===== src/rtl/dsram_arbiter.sv =====
`default_nettype none
//==============================================================================
// Module      : dsram_arbiter
// Description : Shares the single-port data SRAM between the pipeline
//               load/store port (cpu_*, default priority) and the debug /
//               program-loader port (dbg_*). One access is granted per cycle.
//               The block tracks the single outstanding read and steers the
//               returned data to the port that issued it. A starvation counter
//               forces a debug grant after STARVE_LIMIT denied cycles.
// Ports       : clk, reset        - clock, synchronous active-high reset
//               cpu_req/we/addr/wdata/mode/us -> cpu_gnt (comb),
//                                    cpu_rvalid/cpu_rdata (1 cycle after read)
//               dbg_req/we/addr/wdata/mode/us -> dbg_gnt (comb),
//                                    dbg_rvalid/dbg_rdata
//               dbg_starved       - forced-grant mode active
//               sram_en/we/addr/wdata/mode/write_mode/us -> SRAM request
//               sram_rdata        - SRAM read data, one cycle after a read
// Revision    : 1.0 - initial release
//==============================================================================
module dsram_arbiter #(
   parameter int ADDR_W       = 32,
   parameter int DATA_W       = 32,
   parameter int STARVE_LIMIT = 4,
   parameter int CNT_W        = 3
) (
   input  logic              clk,
   input  logic              reset,
   // pipeline port
   input  logic              cpu_req,
   input  logic              cpu_we,
   input  logic [ADDR_W-1:0] cpu_addr,
   input  logic [DATA_W-1:0] cpu_wdata,
   input  logic [2:0]        cpu_mode,
   input  logic              cpu_us,
   output logic              cpu_gnt,
   output logic              cpu_rvalid,
   output logic [DATA_W-1:0] cpu_rdata,
   // debug port
   input  logic              dbg_req,
   input  logic              dbg_we,
   input  logic [ADDR_W-1:0] dbg_addr,
   input  logic [DATA_W-1:0] dbg_wdata,
   input  logic [2:0]        dbg_mode,
   input  logic              dbg_us,
   output logic              dbg_gnt,
   output logic              dbg_rvalid,
   output logic [DATA_W-1:0] dbg_rdata,
   output logic              dbg_starved,
   // SRAM side
   output logic              sram_en,
   output logic              sram_we,
   output logic [ADDR_W-1:0] sram_addr,
   output logic [DATA_W-1:0] sram_wdata,
   output logic [2:0]        sram_mode,
   output logic [2:0]        sram_write_mode,
   output logic              sram_us,
   input  logic [DATA_W-1:0] sram_rdata
);

   localparam logic [CNT_W-1:0] c_starve_limit = CNT_W'(STARVE_LIMIT);

   logic [CNT_W-1:0] cnt_q, cnt_d;
   logic             starved_q, starved_d;
   logic             rd_pend_q, rd_pend_d;
   logic             rd_owner_q, rd_owner_d;   // 1 = dbg owns the pending read
   logic             dbg_win, cpu_win;

   // Arbitration: a starved dbg request overrides the cpu's default priority.
   always_comb begin
      dbg_win = dbg_req && (starved_q || !cpu_req);
      cpu_win = cpu_req && !dbg_win;
   end

   assign cpu_gnt     = cpu_win;
   assign dbg_gnt     = dbg_win;
   assign dbg_starved = starved_q;

   // SRAM request mux; everything is zero when nobody is granted.
   always_comb begin
      sram_en         = 1'b0;
      sram_we         = 1'b0;
      sram_addr       = '0;
      sram_wdata      = '0;
      sram_mode       = 3'd0;
      sram_write_mode = 3'd0;
      sram_us         = 1'b0;
      if (dbg_win) begin
         sram_en         = 1'b1;
         sram_we         = dbg_we;
         sram_addr       = dbg_addr;
         sram_wdata      = dbg_wdata;
         sram_mode       = dbg_mode;
         sram_write_mode = dbg_mode;
         sram_us         = dbg_us;
      end else if (cpu_win) begin
         sram_en         = 1'b1;
         sram_we         = cpu_we;
         sram_addr       = cpu_addr;
         sram_wdata      = cpu_wdata;
         sram_mode       = cpu_mode;
         sram_write_mode = cpu_mode;
         sram_us         = cpu_us;
      end
   end

   // Starvation counter and read tracking next-state.
   always_comb begin
      cnt_d      = cnt_q;
      rd_pend_d  = 1'b0;
      rd_owner_d = rd_owner_q;

      // Only an unbroken run of denied dbg cycles counts toward starvation.
      if (!dbg_req || dbg_win) begin
         cnt_d = '0;
      end else if (cnt_q < c_starve_limit) begin
         cnt_d = cnt_q + 1'b1;
      end
      starved_d = (cnt_d == c_starve_limit);

      if ((cpu_win && !cpu_we) || (dbg_win && !dbg_we)) begin
         rd_pend_d  = 1'b1;
         rd_owner_d = dbg_win;
      end
   end

   always_ff @(posedge clk) begin
      if (reset) begin
         cnt_q      <= '0;
         starved_q  <= 1'b0;
         rd_pend_q  <= 1'b0;
         rd_owner_q <= 1'b0;
      end else begin
         cnt_q      <= cnt_d;
         starved_q  <= starved_d;
         rd_pend_q  <= rd_pend_d;
         rd_owner_q <= rd_owner_d;
      end
   end

   // Read data arrives from the SRAM exactly one cycle after the grant, which
   // is the cycle the pending flag is visible; steer it to the owner only.
   always_comb begin
      cpu_rvalid = rd_pend_q && !rd_owner_q;
      dbg_rvalid = rd_pend_q &&  rd_owner_q;
      cpu_rdata  = cpu_rvalid ? sram_rdata : '0;
      dbg_rdata  = dbg_rvalid ? sram_rdata : '0;
   end

endmodule
`default_nettype wire


===== config.mk =====
export PLATFORM = sky130hd
export DESIGN_NAME = dsram_arbiter
export DESIGN_NICKNAME = d
export VERILOG_FILES = /design/src/rtl/dsram_arbiter.sv
export SDC_FILE = /design/constraint.sdc
export NUM_CORES = 1
export LEC_CHECK = 0
export CAP_MARGIN = 15
export CELL_PAD_IN_SITES_DETAIL_PLACEMENT = 1
export CELL_PAD_IN_SITES_GLOBAL_PLACEMENT = 2
export CORE_AREA = 2 2 146 148
export CTS_BUF_LIST = sky130_fd_sc_hd__clkbuf_8
export DETAILED_ROUTE_END_ITERATION = 7
export DIE_AREA = 0 0 148 150
export PLACE_DENSITY_LB_ADDON = 0.1
export SETUP_SLACK_MARGIN = 0.3
export SLEW_MARGIN = 15
export SYNTH_ARGS = -nofsm -noshare
export SYNTH_HDL_FRONTEND = slang
export SYNTH_SLANG_ARGS = --single-unit

===== constraint.sdc =====
create_clock -name clk -period 2.43 [get_ports clk]
set_input_delay 0.243 -clock clk [delete_from_list [all_inputs] [get_ports clk]]
set_output_delay 0.243 -clock clk [all_outputs]
set_load 0.005 [all_outputs]

==> out/metrics.cfg, run 1 <==
[clock_tree]
post_cts_buffers = 0
cts_sinks = 6
cts_tree = done
clk_pin_slew_ns = 0.04
cts_made_buffers = 3
ctsRootBufferMaster = clkbuf_8
clock_latency_ns = 0.22
cts_htree_levels = 1
cts_buffer_depth = 2

[drt]
wl_mm = 15.0
drtIter0Drc = 64
vias_per_cell = 3.99
wl_per_cell_um = 16.5
first_pass_iters = 4
ant_nets = 0
drc = 0
via_count = 3619

[worst_setup_path]
worstPathArrival_ns = 1.82
reg2reg_from = dbg_starved
r2r_end = dbg_starved
crit_path_max_fanout = 29
critPathCapture = sram_wdata[3]
cp_cell_sequence = nand2b_4, and2_4, buf_12, o21ai_2, clkdlybuf4s50_1
rrSetupSlack_ns = 1.08
end_kind = primary output
path_buf_inv = 2
slowest_stage = clkdlybuf4s50_1
startpoint = dbg_starved
required_ns = 2.19
reg2reg_depth = 4
start_kind = flip-flop
crit_cells = 5
cpPeakStageDelay_ns = 0.53
crit_family = buffers and inverters
crit_type = reg -> out

[floorplan]
initial_utilization_pct = 10.7
rows = 53
fp.dieW_um = 148
io_pins = 316
dieHeight_um = 150
coreArea_um2 = 20700
die_area_um2 = 22200

[power]
share_comb_of_total_power_pct = 77.2
p_sw_share_pct = 32.5
vdd_drop_max_mv = 0.133
p_int_uw = 755
power_frac_seq_pct = 9.3
power_density_nw_per_um2 = 201
power.switching_uw = 364
power_frac_clock_pct = 13.6
p_leak_nw = 2.15

[placed_design]
place_congestion = 0.776
hpwlAfterDp_mm = 12.1
numPortBuffers = 315

[timing]
skew_ns = 0.00127
worst_slew_pin_slew_ns = 0.373
fin_crit_ns = 2.06
slew_viol_final = 0
setup_viol = 0
rsz0062_at_grt = yes
tns_ns = 0
hold_viol = 0
fmax_mhz = 486
finalCritPeriodShare_pct = 84.7
max_slew_margin_pct = 75.1

[synth]
synthTopCellsByCount = nand2_1 (70), nand3_1 (69), o21ai_2 (68)
ys_warn_count = 0
ys_seq_area_share_pct = 5.41
synth_cells = 345
synth_top_area_cell = o21ai_2
synth_seq_cells = 6
syn-num-nets = 520
synthesis.area_um2 = 2220
synthTopCellsByArea = o21ai_2 (27%), nand3_1 (16%), nand2_1 (12%)
ys_async_sr_fraction_pct = 0
synth.distinct_cells = 28
synth_top_area_share_pct = 26.8
ys.flop_type = dfxtp_1
syn_area_per_cell_um2 = 6.44
synth_most_common_cell = nand2_1
synth_edf_count = 0

[grt]
grt_use_total_pct = 12.4
grt_max_degree = 72
antenna_found_initial = 0
grt_pass1_vias = 3647
gr-total-overflow = 0
grt_pass1_wl_mm = 21.5

[layout]
utilization_pct = 26.9
n_antenna_cell = 0
final_nets = 808
multi_input_area_um2 = 1770
area_delta_synth_final_pct = 151
drive_above_1_share_pct = 13.9
fillers = 2479
final-seq-area_um2 = 120

[run]
cap_viol_max_count = 0

[status]
run_status = completed

[hold_path]
hold_class = reg -> reg

## through the flow
step | hold slack (ns) | instances | power [mW] | instance area (µm²) | setup slack [ns]
floorplan | 0.403 | 345 | 0.410 | 2220 | 0.903
global placement | 0.493 | 903 | 0.980 | 5520 | 0.487
detailed placement | 0.519 | 903 | 0.982 | 5520 | 0.488
CTS | 0.525 | 906 | 1.14 | 5560 | 0.316
global route | 0.557 | 906 | 1.20 | 5570 | 0.266
finish | 0.509 | 906 | 1.12 | 5570 | 0.372
## layer usage
metal | GRT usage, % | share of wire [%]
met5 | 0 | 0
met4 | 1.10 | 0.63
met3 | 4.85 | 10
met2 | 24.1 | 53
met1 | 13.0 | 36
## flip-flops by register name (all words and copies together) (netlist names)
signal	flops
cnt_q	3
dbg_starved	1
rd_owner_q	1
rd_pend_q	1
## worst register-to-register path, stage by stage, from the launching register on
cell      delay, ns
dfxtp_1        0.33
nand2b_4       0.16
buf_4          0.21
or3b_1         0.44
nor2_1         0.13
## kinds of logic after synthesis
logic type	after synthesis	synth area share, %
simple gates	218	49.4
compound gates	73	28.7
buf+inv	45	15.0
flops	6	5.41
xor+xnor	1	0.394
mux	1	0.450
fa+ha+maj	1	0.563
## worst min-delay path by stage
stage,depth (start not counted),end,slack [ns],from
floorplan,2,rd_owner_q,0.40,cpu_we
global placement,2,rd_owner_q,0.49,rd_owner_q
detailed placement,2,rd_owner_q,0.52,rd_owner_q
CTS,2,rd_owner_q,0.52,rd_owner_q
global route,2,rd_owner_q,0.56,rd_owner_q
finish,2,rd_owner_q,0.51,rd_owner_q
## cell type report
class,count,share of cell area [%]
tap,275,6.18
inverter,1,0.0674
multi-input combinational,294,31.8
timing repair buffer,327,59.1
clock buffer,3,0.742
sequential,6,2.16
## what timing repair did
item | in CTS | in global routing
endpoints found under the setup margin | 0 | 34
hold buffers | 0 | 0
resized for setup | 0 | 2
## power groups by stage
stage	sequential [mW]	combinational, mW	clock [mW]
after floorplan	0.106	0.304	0
after global placement	0.105	0.874	0
after detailed placement	0.106	0.877	0
after CTS	0.104	0.881	0.158
after global routing	0.104	0.935	0.165
final	0.104	0.864	0.152
## layout by cell type (no fill, tap or decap), types with 2 or more instances in the layout
cell	n
clkdlybuf4s50_1	312
nand2_1	70
nand3_1	69
o21ai_2	68
and2_1	33
and3_1	32
nor2_1	7
buf_4	7
dfxtp_1	6
buf_12	4
clkbuf_8	3
nor2b_1	2
buf_2	2
(Power assumes the default switching activity.)
==> inputs of run 2 (changes only) <==
--- a/config.mk
+++ b/config.mk
@@ -8,10 +8,10 @@
 export CAP_MARGIN = 15
 export CELL_PAD_IN_SITES_DETAIL_PLACEMENT = 1
 export CELL_PAD_IN_SITES_GLOBAL_PLACEMENT = 2
-export CORE_AREA = 2 2 146 148
+export CORE_AREA = 2 2 153 155
 export CTS_BUF_LIST = sky130_fd_sc_hd__clkbuf_8
 export DETAILED_ROUTE_END_ITERATION = 7
-export DIE_AREA = 0 0 148 150
+export DIE_AREA = 0 0 155 157
 export PLACE_DENSITY_LB_ADDON = 0.1
 export SETUP_SLACK_MARGIN = 0.3
 export SLEW_MARGIN = 15
==> constraint.sdc (replaced) <==
create_clock -name clk -period 2.03 [get_ports clk]
set_input_delay 0.203 -clock clk [delete_from_list [all_inputs] [get_ports clk]]
set_output_delay 0.203 -clock clk [all_outputs]
set_load 0.005 [all_outputs]
==> run 2 against run 1 <==
Clock power increased by 14%; count of clock-buffer cells in the layout unchanged; via count increased by 5.3%; critical endpoint is now cpu_rdata[16].
==> out/metrics.cfg, run 2 (synthesized netlist as in run 1, its figures left out) <==
[clock_tree]
cts_tree = done  ; unchanged
cts_buffer_depth = 2  ; unchanged
cts_htree_levels = 1  ; unchanged
clk_pin_slew_ns = 0.04  ; about the same
cts_made_buffers = 3  ; unchanged
ctsRootBufferMaster = clkbuf_8  ; unchanged
clock_latency_ns = 0.22  ; about the same
cts_sinks = 6  ; unchanged

[drt]
drc = 0  ; unchanged
ant_nets = 0  ; unchanged
first_pass_iters = 4  ; unchanged
vias_per_cell = 3.97  ; was 3.99
wl_per_cell_um = 17.1  ; was 16.5 µm
via_count = 3810  ; was 3,619
wl_mm = 16.4  ; was 15.0 mm
drtIter0Drc = 88  ; was 64

[placed_design]
place_area_um2 = 5570  ; was 5520 µm²
numPortBuffers = 315  ; unchanged
hpwlAfterDp_mm = 12.6  ; was 12.1 mm
place_congestion = 0.744  ; was 0.776

[grt]
grt_pass1_wl_mm = 23.3  ; was 21.5 mm
grt_use_total_pct = 12.2  ; was 12.4%
gr-total-overflow = 0  ; unchanged
antenna_found_initial = 0  ; unchanged
grt_pass1_vias = 4056  ; was 3,647
grt_max_degree = 35  ; was 72

[power]
power_density_nw_per_um2 = 231  ; was 201 nW/µm²
vdd_drop_max_mv = 0.105  ; was 0.133 mV
share_comb_of_total_power_pct = 77.9  ; was 77.2%
power_frac_clock_pct = 12.8  ; was 13.6%
power.switching_uw = 463  ; was 364 µW
p_sw_share_pct = 34.2  ; was 32.5%
p_leak_nw = 3.01  ; was 2.15 nW
p_int_uw = 893  ; was 755 µW
power_frac_seq_pct = 9.3  ; about the same

[timing]
fmax_mhz = 566
worst_slew_pin_slew_ns = 0.369  ; was 0.373 ns
setup_viol = 0  ; unchanged
fin_crit_ns = 1.77
max_slew_margin_pct = 75.4  ; was 75.1%
hold_viol = 0  ; unchanged
skew_ns = 0.00178  ; was 0.00127 ns
finalCritPeriodShare_pct = 87.0
slew_viol_final = 0  ; unchanged
rsz0062_at_grt = yes  ; unchanged
tns_ns = 0  ; unchanged

[worst_setup_path]
cp_cell_sequence = nor2b_4, buf_12, buf_12, and2_1, clkdlybuf4s50_1  ; was nand2b_4, and2_4, buf_12, o21ai_2, clkdlybuf4s50_1
end_kind = primary output  ; unchanged
cpMostUsedCell = buf_12
crit_family = buffers and inverters  ; unchanged
crit_path_max_fanout = 5  ; was 29
crit_type = reg -> out  ; unchanged
slowest_stage = clkdlybuf4s50_1  ; unchanged
cpPeakStageDelay_ns = 0.50  ; was 0.53 ns
worstPathArrival_ns = 1.56  ; was 1.82 ns
start_kind = flip-flop  ; unchanged
path_buf_inv = 3  ; was 2
required_ns = 1.83  ; was 2.19 ns

[layout]
n_antenna_cell = 0  ; unchanged
area_delta_synth_final_pct = 164  ; was 151%
largest_reg_flops = 3  ; unchanged
fillers = 2708  ; was 2,479
largest-register = cnt_q  ; unchanged
multi_input_area_um2 = 1790  ; was 1770 µm²
layout_common_cells = clkdlybuf4s50_1 (211), nand2_1 (70), o21ai_2 (68)  ; was clkdlybuf4s50_1 (312), nand2_1 (70), nand3_1 (69)
drive_above_1_share_pct = 28.9  ; was 13.9%
final-seq-area_um2 = 124  ; was 120 µm²
final_nets = 851  ; was 808
layout_commonest_cell = clkdlybuf4s50_1  ; unchanged
design_area_um2 = 5870  ; was 5570 µm²

[floorplan]
initial_utilization_pct = 9.87  ; was 10.7%
coreArea_um2 = 22500  ; was 20,700 µm²
dieHeight_um = 157  ; was 150 µm
fp.dieW_um = 155  ; was 148 µm
rows = 55  ; was 53
io_pins = 316  ; unchanged
die_area_um2 = 24300  ; was 22,200 µm²

[run]
cap_viol_max_count = 0  ; unchanged

[hold_path]
hold_class = reg -> reg  ; unchanged

[status]
run_status = completed  ; unchanged

## run 2: path summary, 6_finish.rpt
check	from	end	slack, ns	cells after the start
hold / removal	cnt_q[1]	cnt_q[1]	0.56	2
setup reg to reg	dbg_starved	dbg_starved	0.58	5
setup / recovery	rd_pend_q	cpu_rdata[16]	0.26	5
hold reg to reg	cnt_q[1]	cnt_q[1]	0.56	2
## run 2: cell type report
cell class	count	area share, %
multi-input cells	294	30.4
well taps	285	6.07
clock buffers	3	0.703
inverters	1	0.0639
repair buffers	370	60.6
flip-flops and latches	6	2.11
## run 2: tightest hold or removal path, delay by kind of cell, from the launching register on
family	cells	cell delay, ns
flip-flops	1	0.32
multiplexers	1	0.13
AND/OR/NAND/NOR	1	0.05
## run 2: power groups by stage
stage                     registers (mW)  logic, mW  clock network (mW)
after floorplan                    0.127      0.363                   0
after global placement             0.126       1.06                   0
after detailed placement           0.126       1.07                   0
after CTS                          0.124       1.06               0.180
after global routing               0.126       1.15               0.192
final                              0.126       1.06               0.173
## run 2: per-layer routing
layer,vias up,share of wire (%),global-route usage [%]
li1,1841,-,-
met1,1747,37,13.4
met2,216,53,23.7
met3,6,9.5,3.61
met4,0,0.77,1.54
met5,-,0,0
## run 2: repair_timing
| item | 4_1_cts | 5_1_grt |
|---|---|---|
| gates cloned | 3 | 3 |
| pin swaps | 5 | 0 |
| resized for setup | 218 | 63 |
| setup endpoints to repair | 138 | 97 |
| hold buffers | 0 | 0 |
| setup buffers | 26 | 7 |
## run 2: per-stage QoR
step / total power [mW] / setup slack (ns) / utilization, % / cells / hold WS (ns)
after detailed placement: 1.19 / 0.207 / 24.8 / 917 / 0.556
after global routing: 1.46 / 0.188 / 26.1 / 959 / 0.585
after floorplan: 0.490 / 0.543 / - / 345 / 0.363
after global placement: 1.19 / 0.239 / 24.8 / 917 / 0.510
after CTS: 1.37 / 0.212 / 25.5 / 949 / 0.566
final: 1.36 / 0.264 / 26.1 / 959 / 0.556
